===== src/rtl/spi_master_arb.sv =====
// Shared SPI master: round-robin arbitration over NUM_REQ requesters, then one full-duplex
// BITS_LEN-bit transfer on the winner's slave select, returning the received word.
module spi_master_arb #(
  parameter int unsigned BITS_LEN = 8,
  parameter int unsigned NUM_REQ  = 2,
  parameter int unsigned CLK_DIV  = 4,
  parameter logic        CPOL     = 1'b0,
  parameter logic        CPHA     = 1'b0
) (
  input  logic                         clk,
  input  logic                         rst_n,
  input  logic [NUM_REQ-1:0]           req,
  input  logic [NUM_REQ*BITS_LEN-1:0]  req_data,
  output logic [NUM_REQ-1:0]           gnt,
  output logic [NUM_REQ-1:0]           done,
  output logic [BITS_LEN-1:0]          rdata,
  output logic                         busy,
  output logic                         spi_clk,
  output logic [NUM_REQ-1:0]           spi_ss,
  output logic                         spi_mosi,
  input  logic                         spi_miso
);

  localparam int unsigned DivW  = (CLK_DIV > 1) ? $clog2(CLK_DIV) : 1;
  localparam int unsigned EdgeW = $clog2(2 * BITS_LEN) + 1;
  localparam int unsigned PtrW  = (NUM_REQ > 1) ? $clog2(NUM_REQ) : 1;

  localparam logic [DivW-1:0]  DivLast  = DivW'(CLK_DIV - 1);
  localparam logic [EdgeW-1:0] EdgeLast = EdgeW'(2 * BITS_LEN);
  localparam logic [PtrW-1:0]  PtrLast  = PtrW'(NUM_REQ - 1);

  typedef enum logic [2:0] {StIdle, StSetup, StXfer, StHold, StGap} state_e;

  state_e               state_q, state_d;
  logic [DivW-1:0]      div_q, div_d;
  logic [EdgeW-1:0]     edge_q, edge_d, edge_nxt;
  logic [PtrW-1:0]      ptr_q, ptr_d, win_q, win_d;
  logic [BITS_LEN-1:0]  tx_q, tx_d, rx_q, rx_d, rdata_q, rdata_d;
  logic [NUM_REQ-1:0]   gnt_q, gnt_d, done_q, done_d, ss_q, ss_d;
  logic                 busy_q, busy_d, sclk_q, sclk_d, mosi_q, mosi_d;

  logic                 arb_found;
  logic [PtrW-1:0]      arb_win, arb_next;
  logic [BITS_LEN-1:0]  arb_data;
  logic [NUM_REQ-1:0]   arb_oh, win_oh;

  assign edge_nxt = edge_q + EdgeW'(1);

  // First set request at or after the pointer, then wrap around to the low indices.
  always_comb begin
    arb_found = 1'b0;
    arb_win   = '0;
    for (int unsigned i = 0; i < NUM_REQ; i++) begin
      if (!arb_found && req[i] && (PtrW'(i) >= ptr_q)) begin
        arb_found = 1'b1;
        arb_win   = PtrW'(i);
      end
    end
    for (int unsigned i = 0; i < NUM_REQ; i++) begin
      if (!arb_found && req[i]) begin
        arb_found = 1'b1;
        arb_win   = PtrW'(i);
      end
    end
    arb_data = '0;
    arb_oh   = '0;
    win_oh   = '0;
    for (int unsigned i = 0; i < NUM_REQ; i++) begin
      if (PtrW'(i) == arb_win) begin
        arb_data  = req_data[i*BITS_LEN +: BITS_LEN];
        arb_oh[i] = 1'b1;
      end
      if (PtrW'(i) == win_q) begin
        win_oh[i] = 1'b1;
      end
    end
    arb_next = (arb_win == PtrLast) ? '0 : arb_win + PtrW'(1);
  end

  always_ff @(posedge clk or negedge rst_n) begin
    if (!rst_n) begin
      state_q <= StIdle;
    end else begin
      state_q <= state_d;
    end
  end

  always_comb begin
    state_d = state_q;
    case (state_q)
      StIdle:  if (arb_found) state_d = StSetup;
      StSetup: if (div_q == '0) state_d = StXfer;
      StXfer:  if (div_q == '0 && edge_nxt == EdgeLast) state_d = StHold;
      StHold:  if (div_q == '0) state_d = StGap;
      StGap:   if (div_q == '0) state_d = StIdle;
      default: state_d = StIdle;
    endcase
  end

  always_comb begin
    div_d   = (state_q == StIdle || div_q == '0) ? DivLast : div_q - DivW'(1);
    edge_d  = edge_q;
    ptr_d   = ptr_q;
    win_d   = win_q;
    tx_d    = tx_q;
    rx_d    = rx_q;
    gnt_d   = '0;
    done_d  = '0;
    rdata_d = rdata_q;
    busy_d  = (state_d != StIdle);
    sclk_d  = sclk_q;
    ss_d    = ss_q;
    mosi_d  = mosi_q;
    case (state_q)
      StIdle: begin
        if (arb_found) begin
          gnt_d  = arb_oh;
          ss_d   = ~arb_oh;
          tx_d   = arb_data;
          win_d  = arb_win;
          ptr_d  = arb_next;
          edge_d = '0;
          sclk_d = CPOL;
          mosi_d = CPHA ? 1'b0 : arb_data[BITS_LEN-1];
        end
      end
      StXfer: begin
        if (div_q == '0) begin
          edge_d = edge_nxt;
          sclk_d = ~sclk_q;
          if (edge_nxt[0]) begin
            // Leading edge
            if (!CPHA) begin
              rx_d = {rx_q[BITS_LEN-2:0], spi_miso};
            end else begin
              mosi_d = tx_q[BITS_LEN-1];
              tx_d   = {tx_q[BITS_LEN-2:0], 1'b0};
            end
          end else begin
            if (CPHA) begin
              rx_d = {rx_q[BITS_LEN-2:0], spi_miso};
            end else if (edge_nxt != EdgeLast) begin
              mosi_d = tx_q[BITS_LEN-2];
              tx_d   = {tx_q[BITS_LEN-2:0], 1'b0};
            end
          end
        end
      end
      StHold: begin
        if (div_q == '0) begin
          ss_d    = '1;
          mosi_d  = 1'b0;
          rdata_d = rx_q;
          done_d  = win_oh;
        end
      end
      default: ;
    endcase
  end

  always_ff @(posedge clk or negedge rst_n) begin
    if (!rst_n) begin
      div_q   <= '0;
      edge_q  <= '0;
      ptr_q   <= '0;
      win_q   <= '0;
      tx_q    <= '0;
      rx_q    <= '0;
      gnt_q   <= '0;
      done_q  <= '0;
      rdata_q <= '0;
      busy_q  <= 1'b0;
      sclk_q  <= CPOL;
      ss_q    <= '1;
      mosi_q  <= 1'b0;
    end else begin
      div_q   <= div_d;
      edge_q  <= edge_d;
      ptr_q   <= ptr_d;
      win_q   <= win_d;
      tx_q    <= tx_d;
      rx_q    <= rx_d;
      gnt_q   <= gnt_d;
      done_q  <= done_d;
      rdata_q <= rdata_d;
      busy_q  <= busy_d;
      sclk_q  <= sclk_d;
      ss_q    <= ss_d;
      mosi_q  <= mosi_d;
    end
  end

  assign gnt      = gnt_q;
  assign done     = done_q;
  assign rdata    = rdata_q;
  assign busy     = busy_q;
  assign spi_clk  = sclk_q;
  assign spi_ss   = ss_q;
  assign spi_mosi = mosi_q;

endmodule


===== config.mk =====
export PLATFORM = sky130hd
export DESIGN_NAME = spi_master_arb
export DESIGN_NICKNAME = d
export VERILOG_FILES = /design/src/rtl/spi_master_arb.sv
export SDC_FILE = /design/constraint.sdc
export NUM_CORES = 1
export LEC_CHECK = 0
export CORE_MARGIN = 10
export CORE_UTILIZATION = 35
export DETAILED_ROUTE_END_ITERATION = 8
export GPL_TIMING_DRIVEN = 0
export PLACE_DENSITY_LB_ADDON = 0.15
export SLEW_MARGIN = 20
export SYNTH_ARGS = -nofsm -noshare
export SYNTH_HDL_FRONTEND = slang
export SYNTH_SLANG_ARGS = --single-unit

===== constraint.sdc =====
create_clock -name clk -period 2.4 [get_ports clk]
set_input_delay 0.48 -clock clk [delete_from_list [all_inputs] [get_ports clk]]
set_output_delay 0.48 -clock clk [all_outputs]
set_load 0.01 [all_outputs]

* Word-level counts from Yosys, hierarchy flattened
Index checks and enable logic that the tools add are counted.
** Storage, ports and cells
- Memories kept :: 0
- Memory bits (read-only) :: 0
- Bits in writable memories :: 0
- Bits in latches :: 0
- Input bits :: 21
- Register bits :: 44
** Cells by class
- Reductions and logical operators :: 23
- Muxes and demuxes :: 44
- Add/sub/neg operators :: 3
- Shift-type cells :: 0
- Bitwise gates (word level) :: 2
- $lt $le $gt $ge :: 2
- $mul :: 0
- Equal/unequal tests :: 11
- Divide/modulo/power cells :: 0
** Operator list (count)
- 7-bit 2-to-1 mux :: 4
- 1-bit 2-to-1 mux :: 19
- 3-bit 2-to-1 mux :: 5
- 3-bit case mux with 5 select lines :: 1
- 2-bit 2-to-1 mux :: 7
- 7-bit case mux with 2 select lines :: 1
- 5-bit 2-to-1 mux :: 2
- 2-bit != test (second input constant) :: 5
- 5-bit case mux with 2 select lines :: 1
- 3-bit AND reduction :: 3
- 8-bit 2-to-1 mux :: 1
- 3-bit by 2-bit equality test with 1-bit output (second input constant) :: 2
- 1-bit logical AND :: 6
- 6-bit AND reduction :: 1
- 3-bit nonzero test :: 2
- 5-bit by 1-bit adder with 5-bit output (second input constant) :: 1
- 5-bit equality test (second input constant) :: 1
- 5-bit != test (second input constant) :: 1
- 5-bit AND reduction :: 1
- 2-bit case mux with 2 select lines :: 1
- 2-bit AND reduction :: 2
- 2-bit nonzero test :: 2
- 3-bit by 1-bit equality test with 1-bit output (second input constant) :: 1
- 3-bit equality test (second input constant) :: 1
- other kinds (11) :: 14

* Depth between registers and ports, before layout
- Depth after elaboration :: 17
- Mapped depth :: 7
- Gate-level depth less buffers :: 6

* Worst setup path after synthesis
Ideal clock, no wire load.
- Kind :: flip-flop to flip-flop
- From :: register edge_q[0]
- To :: register tx_q[1]
- Stages on the path, launching flop included :: 6
- Clock period less this slack :: 1.963 ns
- Setup slack :: 0.437 ns
- Arrival :: 1.838 ns
- Path buffers :: 0
- Library setup time :: 0.125 ns
- Cells stage by stage :: dfrtp_1 > ha_1 > nor4b_1 > a31oi_1 > o311ai_4 > mux2_2
** On the way
- Word-level cells in the longest chain between the ends :: 4
** RTL lines
- from (decl) :: line 36 : logic [EdgeW-1:0] edge_q, edge_d, edge_nxt;
- from (signal assigned) :: line 178 : edge_q <= edge_d;
- 5-bit by 1-bit adder with 5-bit output (*) :: line 47 : assign edge_nxt = edge_q + EdgeW'(1);
- 5-bit != test :: line 142 : end else if (edge_nxt != EdgeLast) begin
- 2-bit != test (no source line)
- 5-bit AND reduction (no source line) (*)
- to (signal assigned) :: line 181 : tx_q <= tx_d;
- to (decl) :: line 38 : logic [BITS_LEN-1:0] tx_q, tx_d, rx_q, rx_d, rdata_q, rdata_d;
Every way passes the cells marked *; elsewhere a longest branch is shown, timed or not.
A chain may end at the register's enable or synchronous reset.

* Worst setup path in the final report
- From :: register edge_q[0]
- To :: register tx_q[5]
Same word-level chain as after synthesis.

==> reports/qor.txt <==
DIE WIDTH: 96.41 um
Adder-Cell Fraction of Synth Area: 0.01837
Max VDD drop: 0.0003578 V
WHS: 0.1300 ns
Sequential area share after synthesis: 0.5401
Family with the most delay on the worst path: flip-flops
Critical path class: flop to flop
R2R Setup Slk: 0.20 ns
Share of the synthesized area in the top cell type: 0.5144
Post-CTS sizing: 0
Total design power: 1419 uW
Max Clk Rate: 0.4539 GHz
Finished Cell Area: 0.002645 mm2
IO Pins: 38
Yosys cell types: 38
Gate power share: 0.065
Worst Hold Class: input pin to asynchronous set/reset pin
Psw: 305.8 uW
CTS tree: yes
Synth warnings: 0
Worst path depth: 6
Setup violations, final: 0
Global route overflow: 0
Clk network pwr share: 0.399
Dpl cell area: 0.002519 mm2
Req. time, crit path: 2.59 ns
Compound-Gate Fraction of Synth Area: 0.1280
Vias in the first global route: 1510
Actual slew at the worst max-slew pin: 0.6890 ns
Mapped Area: 0.002043 mm2
Root Buffer: clkbuf_8
Nets: 266
Cells after Synth: 195
Crit path launch type: flop
Critical Path Slowest Stage Cell: dfrtp_1
CP endpoint: tx_q[5]
Post-route antenna net violation count: 0
Internal: 1113 uW
Slew Viols, Final: 0
Final core utilization: 0.4745
Synth Area in XOR/XNOR: 0.01286
Buffers added on ports: 37
Max Root-Sink Buffers: 2
Simple-Gate Fraction of Synth Area: 0.1825
Ant. Diodes: 0
Routed wire per std cell: 14.66 um
Synth area leader: dfrtp_1
Worst Setup SP: edge_q[0]
H-Tree Depth: 2
Routed vias/inst: 4.784
Pwr dens: 536.4 mW/mm2
Minimum clock period after layout: 2.203 ns
Synth area leaders: dfrtp_1 (51%), mux2_2 (8.3%), nand2_1 (6.1%)
Max incr delay on CP: 0.51 ns
Starting Density: 0.3666
FF-to-FF path depth: 6
Reg-to-Reg Start: edge_q[0]
Core ar.: 0.005574 mm2
Status: completed
Pre-CTS setup slack: 0.09024 ns
Syn_area_per_cell: 10.48 um2
Clk_lat worst skew: 0.30 ns
DRC viols: 0
Gr usage total: 0.1009
Max-Slew Margin vs Limit: 0.5390
Post-synthesis mux area share: 0.08267
Net Sw Frac: 0.2156
Worst Skew: 0.01285 ns
Period utilization: 0.9179
Critical path capture point type: flop
Worst reg2reg endpoint: tx_q[5]
Buf/Inv on CP: 1
Hold Buf Count CTS: 0
Final WL: 4618 um
RSZ-0062 raised after global routing: false
Num CTS Buffers: 5
DR iter-0 viols: 71
Final hold vios: 0
Leak: 0.001219 uW
Crit Path Max Fanout: 8
CP arrival: 2.39 ns
Fillers: 547
Layout area overhead: 29.46%
Max Cap Viol: 0
Hpwl dp: 3336 um
Die footprint: 0.009294 mm2
Sequential Power Share: 0.536
Share of cells above drive strength 1: 0.1523
Largest net degree at the start of global routing: 27
Placer Congestion: 0.7252
First-pass GRT wire length: 7493 um
Post-route setup slack: 0.1971 ns
Post-Syn Nets: 219
Clock Sink Count: 44
Num rows: 27
Initial antenna violation count: 0
Seq cells post-synth: 44
Clk pin slew, worst setup/hold paths: 0.09 ns
Post-CTS Setup Bufs: 0
Largest family of logic cells by synthesized area: simple AND/OR/NAND/NOR gates
Die Y: 96.41 um
DRT Pass-1 Iters: 3
Vias: 1507
Crit-path cells: ha_1 > nor4b_1 > a31oi_1 > o311ai_4 > buf_4 > mux2_2
-- metrics by stage --
stage	cells	setup TNS (ns)
4_1_cts	313	0
3_3_place_gp	304	-17.82
3_5_place_dp	305	0
2_1_floorplan	195	0
6_report	315	0
5_1_grt	315	0
-- worst min path at each step --
stage / start / to / slack [ns] / cells past startpoint
global route: rst_n / rx_q[3] / 0.16 / 1
CTS: rst_n / rx_q[3] / 0.13 / 1
finish: rst_n / rdata[3] / 0.13 / 1
global placement: win_q / done[0] / 0.41 / 1
detailed placement: win_q / done[0] / 0.42 / 1
floorplan: rst_n / busy / 0.18 / 0
-- final cells by class --
type	count	area, um2	share of cell area
buffer	7	42.54	0.01608
clock buffer	5	68.82	0.02602
clock inverter	3	42.54	0.01608
inverter	8	30.03	0.01135
multi-input combinational	136	867.1	0.3278
sequential	44	1104	0.4172
tap	72	90.09	0.03406
timing repair buffer	40	400.4	0.1514
-- cell usage in the layout (no fill, tap or decap), types with 2 or more instances in the layout --
| cell type | netlist | layout |
|---|---|---|
| xor2_1 | 3 | 3 |
| o21a_1 | 2 | 2 |
| ha_1 | 3 | 3 |
| clkdlybuf4s50_1 | 0 | 36 |
| dfrtp_1 | 42 | 42 |
| buf_2 | 1 | 2 |
| nand2_1 | 33 | 33 |
| nor3_1 | 2 | 2 |
| inv_1 | 8 | 8 |
| nand3b_1 | 9 | 9 |
| clkbuf_1 | 4 | 4 |
| o21ai_0 | 15 | 15 |
| or3_1 | 2 | 2 |
| o311ai_0 | 2 | 2 |
| dfstp_2 | 2 | 2 |
| mux2_2 | 15 | 15 |
| nand3_1 | 3 | 3 |
| buf_6 | 2 | 2 |
| a21o_1 | 2 | 2 |
| clkbuf_8 | 0 | 5 |
| a31oi_1 | 8 | 8 |
| buf_4 | 0 | 2 |
| nor2_1 | 19 | 19 |
-- power groups by stage --
stage	Combinational, uW	Clock, uW	Sequential [uW]
4_1_cts	94.2	584	761
3_5_place_dp	93.1	0	775
5_1_grt	102	609	763
3_3_place_gp	90.3	0	775
2_1_floorplan	29.6	0	775
6_report	92.3	566	760
-- per-layer routing --
metal  global-route usage  share of wire
met1               0.1378           0.50
met2               0.1463           0.42
met3              0.03932          0.073
met4              0.02542         0.0095
met5                    0              0
-- flip-flops by register name, summed over array words and instances, names as in the netlist --
register and cells:
busy 1, div_q 2, done 2, edge_q 5
gnt 2, ptr_q 1, rdata 8, rx_q 8
spi_clk 1, spi_mosi 1, spi_ss 2, state_q 3
tx_q 7, win_q 1
-- cells in the mapped netlist (all sizes together) --
cell / instances
nand2: 33
o21a: 2
a31oi: 8
a21bo: 1
nand3: 3
nand3b: 9
a21oi: 1
clkbuf: 4
o211ai: 1
o21ai: 16
o311ai: 3
nor4b: 1
ha: 3
dfrtp: 42
xor2: 3
or4bb: 1
or2: 2
a21o: 2
and3: 1
dfstp: 2
or2b: 1
nor2b: 1
nor2: 20
buf: 3
or3: 2
nor3: 2
or3b: 1
o22ai: 1
a211oi: 1
mux2: 15
o31a: 1
inv: 8
a22o: 1
-- worst register-to-register path, delay by kind of cell (launching register included) --
kind / cells / cell delay (ns)
compound gates: 2 / 0.45
fa+ha+maj: 1 / 0.31
buf+inv: 1 / 0.19
flops: 1 / 0.51
mux: 1 / 0.33
simple gates: 1 / 0.31
-- kinds of logic (layout without fill, tap and decap cells) --
group                      Yosys count  count (layout)
and+or+nand+nor                     77              77
DFF                                 44              44
AOI/OAI and AO/OA                   38              38
muxes                               15              15
buffers and inverters               15              63
adders and majority gates            3               3
xor gates and xnor gates             3               3
(Power assumes the default switching activity.)
